==> src/rtl/matrix_result_sender.sv <==
// matrix_result_sender: streams an N x N result matrix to a byte UART.
// Sends header byte N, then each 16-bit element MSB-first, row-major.
//
// Ports:
//   clk, rst      system clock, synchronous active-high reset
//   start         one-cycle pulse, accepted only when idle
//   matrix_size   N, sampled with an accepted start
//   rd_en         result buffer read strobe
//   rd_addr       result buffer address (element index)
//   rd_data       buffer data, valid one cycle after rd_en
//   tx_start      one-cycle pulse, tx_data valid, begin a byte
//   tx_data       byte to transmit, held until the next tx_start
//   tx_busy       UART TX busy
//   busy          transfer in progress
//   done          one-cycle pulse at end of transfer
module matrix_result_sender #(
    parameter int DATA_W = 16,
    parameter int ADDR_W = 8,
    parameter int MAX_N  = 15
) (
    input  logic              clk,
    input  logic              rst,
    input  logic              start,
    input  logic [3:0]        matrix_size,
    output logic              rd_en,
    output logic [ADDR_W-1:0] rd_addr,
    input  logic [DATA_W-1:0] rd_data,
    output logic              tx_start,
    output logic [7:0]        tx_data,
    input  logic              tx_busy,
    output logic              busy,
    output logic              done
);

    typedef enum logic [3:0] {
        IDLE,
        HDR,
        WAIT_HDR,
        FETCH,
        LATCH,
        SEND_HI,
        WAIT_HI,
        SEND_LO,
        WAIT_LO,
        FINISH
    } state_t;

    localparam logic [4:0] MAX_N_W = 5'(MAX_N);

    state_t      state;
    state_t      state_next;
    logic [3:0]  n_reg;
    logic [7:0]  total;
    logic [7:0]  index;
    logic [15:0] elem;
    logic [7:0]  tx_hold;
    logic [7:0]  tx_byte;
    logic        guard;
    logic        idx_inc;
    logic        hdr_only;
    logic        last;
    logic        byte_done;

    assign hdr_only = (n_reg == 4'd0) || ({1'b0, n_reg} > MAX_N_W);
    assign last     = (index == total - 8'd1);
    // The guard cycle right after tx_start ignores tx_busy so a TX that
    // raises busy one cycle late is not mistaken for an idle one.
    assign byte_done = !guard && !tx_busy;

    always_ff @(posedge clk) begin
        if (rst) begin
            state   <= IDLE;
            n_reg   <= 4'd0;
            total   <= 8'd0;
            index   <= 8'd0;
            elem    <= 16'd0;
            tx_hold <= 8'd0;
            guard   <= 1'b0;
        end else begin
            state <= state_next;
            if (state == IDLE && start) begin
                n_reg <= matrix_size;
                total <= 8'(matrix_size) * 8'(matrix_size);
                index <= 8'd0;
            end
            if (state == LATCH) begin
                elem <= rd_data[15:0];
            end
            if (idx_inc) begin
                index <= index + 8'd1;
            end
            if (tx_start) begin
                tx_hold <= tx_byte;
            end
            guard <= tx_start;
        end
    end

    always_comb begin
        state_next = state;
        tx_start   = 1'b0;
        tx_byte    = 8'h00;
        rd_en      = 1'b0;
        idx_inc    = 1'b0;
        unique case (state)
            IDLE: begin
                if (start) begin
                    state_next = HDR;
                end
            end
            HDR: begin
                if (!tx_busy) begin
                    tx_start   = 1'b1;
                    tx_byte    = {4'b0000, n_reg};
                    state_next = WAIT_HDR;
                end
            end
            WAIT_HDR: begin
                if (byte_done) begin
                    state_next = hdr_only ? FINISH : FETCH;
                end
            end
            FETCH: begin
                rd_en      = 1'b1;
                state_next = LATCH;
            end
            LATCH: begin
                state_next = SEND_HI;
            end
            SEND_HI: begin
                if (!tx_busy) begin
                    tx_start   = 1'b1;
                    tx_byte    = elem[15:8];
                    state_next = WAIT_HI;
                end
            end
            WAIT_HI: begin
                if (byte_done) begin
                    state_next = SEND_LO;
                end
            end
            SEND_LO: begin
                if (!tx_busy) begin
                    tx_start   = 1'b1;
                    tx_byte    = elem[7:0];
                    state_next = WAIT_LO;
                end
            end
            WAIT_LO: begin
                if (byte_done) begin
                    if (last) begin
                        state_next = FINISH;
                    end else begin
                        idx_inc    = 1'b1;
                        state_next = FETCH;
                    end
                end
            end
            FINISH: begin
                state_next = IDLE;
            end
            default: begin
                state_next = IDLE;
            end
        endcase
    end

    assign rd_addr = ADDR_W'(index);
    assign tx_data = tx_start ? tx_byte : tx_hold;
    assign busy    = (state != IDLE) && (state != FINISH);
    assign done    = (state == FINISH);

endmodule

==> config.mk <==
export PLATFORM = sky130hd
export DESIGN_NAME = matrix_result_sender
export DESIGN_NICKNAME = d
export VERILOG_FILES = /design/src/rtl/matrix_result_sender.sv
export SDC_FILE = /design/constraint.sdc
export NUM_CORES = 1
export LEC_CHECK = 0
export ABC_CLOCK_PERIOD_IN_PS = 5500
export BUFFER_PORTS_ARGS = -buffer_cell sky130_fd_sc_hd__buf_4
export CORE_UTILIZATION = 54
export CTS_CLUSTER_SIZE = 12
export DETAILED_ROUTE_END_ITERATION = 8
export GPL_TIMING_DRIVEN = 1
export PLACE_DENSITY = 0.89
export SLEW_MARGIN = 20
export SYNTH_ARGS = -nofsm -noshare
export SYNTH_HDL_FRONTEND = slang
export SYNTH_SLANG_ARGS = --single-unit
==> constraint.sdc <==
create_clock -name clk -period 5.5 [get_ports clk]
set_input_delay 0.55 -clock clk [delete_from_list [all_inputs] [get_ports clk]]
set_output_delay 0.55 -clock clk [all_outputs]
set_load 0.02 [all_outputs]
==> impl_metrics.csv <==
group,metric,value,unit
timing,setup_viol,0,
yosys,ys_warn_count,0,
global_route,grt_pass1_wl,8.89,mm
yosys,synth_area,2450,um2
job,max-cap-violations,0,
clock_tree,cts_inserted_buffers,5,
die,dieArea,4800,um2
critical_path,worstReg2RegStart,"n_reg[0]$_SDFFE_PP0P_",
power_and_ir_drop,power_switching,0.417,mW
power_and_ir_drop,pwr-share-clk,20.7,%
die,die_h,69.3,um
timing,holdWs,0.464,ns
yosys,synth_area_per_cell,7.97,um2
power_and_ir_drop,fin_total_pwr,1.05,mW
yosys,ys_ff_latch,47,
critical_path,crit_path_max_fanout,15,
global_route,grt_usage,22.7,%
clock_tree,cts_tree,"done",
yosys,synth_edf_count,0,
critical_path,rrSetupSlack,3.07,ns
clock_tree,cts_sinks,47,
min_path,hold_start,"elem[14]$_SDFFE_PP0P_",
critical_path,worstSetupPathType,"reg -> out",
yosys,ys_seq_area_share,38.5,%
global_route,grt_overflow,0,
drt,viasPerCell,5.54,
place,gp_congestion,0.832,
power_and_ir_drop,vdd_ir_drop_max,0.203,mV
die,pin_count,44,
critical_path,path_buf_inv,3,
finish,antenna_cells,0,
drt,antenna_left,0,
clock_tree,postCtsSetupBuffers,0,
critical_path,cp.depth,5,
critical_path,rr_endpoint,"rd_addr[2]$_SDFFE_PP0P_",
drt,drcViolationCount,0,
finish,drive_gt1_share,18.7,%
drt,drtPass1Iterations,5,
die,core,4350,um2
die,row_count,24,
yosys,yosys.area.top_type,"dfxtp_1",
timing,max_freq,360,MHz
die,die_w,69.3,um
timing,rsz0062_at_grt,"no",
yosys,synth_top_area_share,38.5,%
drt,routed_wirelength,5.11,mm
clock_tree,cts_max_path_buffers,2,
yosys,ys.flop_type,"dfxtp_1",
power_and_ir_drop,power_leakage,1.12,nW
timing,post-route-period-util,50.5,%
finish,regMostFlops,"elem",
die,initial_core_util,56.2,%
run_status,status,"finished clean",
global_route,antenna_found_initial,0,
critical_path,cp-start-kind,"flip-flop",
timing,drv_slew,0,
power_and_ir_drop,power.density,368,nW/um2
critical_path,cp_cell_sequence,"inv_1 -> a211o_1 -> inv_2 -> mux2_2 -> buf_4",
timing,skew,0.0111,ns
power_and_ir_drop,seqPwrFrac,41.9,%
yosys,synth_cell_types,42,
timing,min_period,2.78,ns
clock_tree,cts_resized,0,
global_route,grt_max_degree,43,
timing,worstMarginPinSlew,0.564,ns
critical_path,cpPeakStageDelay,0.69,ns
critical_path,cpMaxStageDelayCell,"dfxtp_1",
yosys,synthArstFlopShare,0,%
critical_path,arrival,2.23,ns
timing,hold_viol_final,0,
yosys,syn_inst,307,
power_and_ir_drop,power_frac_comb,37.4,%
finish,finish.utilization,65.9,%
finish,layout_commonest_cell,"nand2_1",
drt,wire_per_inst,13.0,um
critical_path,cp-end-kind,"output pin",
global_route,grt_pass1_vias,2011,
power_and_ir_drop,internal_power,0.637,mW
clock_tree,clkSlewWorstSetupHoldPaths,0.10,ns
timing,slew_headroom,62.3,%
finish,mostFrequentLayoutCells,"nand2_1 (63), dfxtp_1 (47), buf_4 (44), a21oi_1 (33), nor2_1 (19)",
critical_path,critical-path-top-delay-family,"flip-flops",
yosys,synth.area.top_cells,"dfxtp_1 (38%), nand2_1 (9.7%), a21oi_1 (6.8%)",
critical_path,cp.required,4.95,ns
finish,layout.nets,370,
min_path,hold_class,"reg -> reg",
clock_tree,cts_hold_buffers,0,
critical_path,r2r_cells,8,
timing,setup_tns,0,ns
place,io_buffers,43,
place,dp_hpwl,3.75,mm
clock_tree,root_buffer,"clkbuf_8",
finish,area_growth,17.2,%
min_path,worstHoldEndpoint,"elem[14]$_SDFFE_PP0P_",
clock_tree,htreeDepth,2,
clock_tree,worstSkewPairLatency,0.32,ns
drt,vias,2183,
min_path,hold_depth,2,
yosys,mappedNetlistNets,336,
drt,drt_iter0_markers,125,
finish,largest_register_ffs,16,
power_and_ir_drop,switching_share,39.6,%
[cells by family after synthesis]
| logic type | share of synthesized area [%] |
|---|---|
| adder cells (fa/ha/maj) | 2.56 |
| AO/OA/AOI/OAI | 17.3 |
| buffers and inverters | 3.38 |
| multiplexers | 3.89 |
| flip-flops | 38.5 |
| XOR/XNOR | 5.37 |
| AND/OR/NAND/NOR | 29.0 |
[power groups by stage]
stage / clock network, mW / logic, mW / registers (mW)
5_1_grt: 0.233 / 0.440 / 0.450
6_report: 0.218 / 0.394 / 0.442
3_3_place_gp: 0 / 0.379 / 0.446
4_1_cts: 0.219 / 0.396 / 0.440
3_5_place_dp: 0 / 0.394 / 0.448
2_1_floorplan: 0 / 0.334 / 0.411
[routing by layer]
layer,share of wire [%],global-route usage [%],vias up
met5,0,0,-
li1,-,-,1114
met1,46,29.3,991
met3,4.9,3.78,11
met4,1.9,10.2,0
met2,48,37.1,67
[stage by stage]
step	instance area, um2	setup WS (ns)	instances
finish	2870	2.72	394
global route	2870	2.64	394
global placement	2770	3.15	386
floorplan	2450	3.34	307
CTS	2870	2.73	394
detailed placement	2770	3.07	386
[layout make-up]
type	instances	area [um2]
fill	357	1490
multi-input combinational	239	1420
sequential	47	941
timing repair buffer	44	330
clock buffer	5	68.8
tap	52	65.1
clock inverter	3	25.0
inverter	4	15.0
[worst reg2reg max path, stage by stage (launching register included)]
cell and delay, ns:
dfxtp_1 0.37, inv_1 0.10, ha_1 0.18, or3b_1 0.37, or3_1 0.34, a22oi_2 0.27, a211o_1 0.34, nor3b_1 0.09
a211o_1 0.27
[worst max-delay path by stage]
stage	startpoint	endpoint	slack (ns)
floorplan	n_reg[0]$_SDFFE_PP0P_	rd_addr[2]$_SDFFE_PP0P_	3.34
detailed placement	n_reg[0]$_SDFFE_PP0P_	rd_addr[2]$_SDFFE_PP0P_	3.07
CTS	state[2]$_SDFFE_PP0P_	tx_data[2]	2.73
global route	state[2]$_SDFFE_PP0P_	tx_data[3]	2.64
global placement	state[2]$_SDFFE_PP0P_	tx_data[2]	3.15
finish	state[2]$_SDFFE_PP0P_	tx_data[0]	2.72
[Yosys cell counts (2+ instances only)]
master,n
a211o_1,5
a21o_1,3
a21oi_1,33
a22oi_1,4
and2_1,7
and3_1,2
and3b_1,2
clkbuf_1,15
dfxtp_1,47
ha_1,5
inv_1,3
mux2_2,4
mux2i_1,5
nand2_1,63
nand2b_1,8
nand3_1,7
nand3b_1,2
nor2_1,19
nor2b_1,11
nor3_1,7
nor3b_1,5
nor4_1,4
o21ai_0,11
o2bb2ai_1,3
or3_1,2
xnor2_1,12
xor2_1,3
Note: power is estimated with default switching activity, not from simulation.
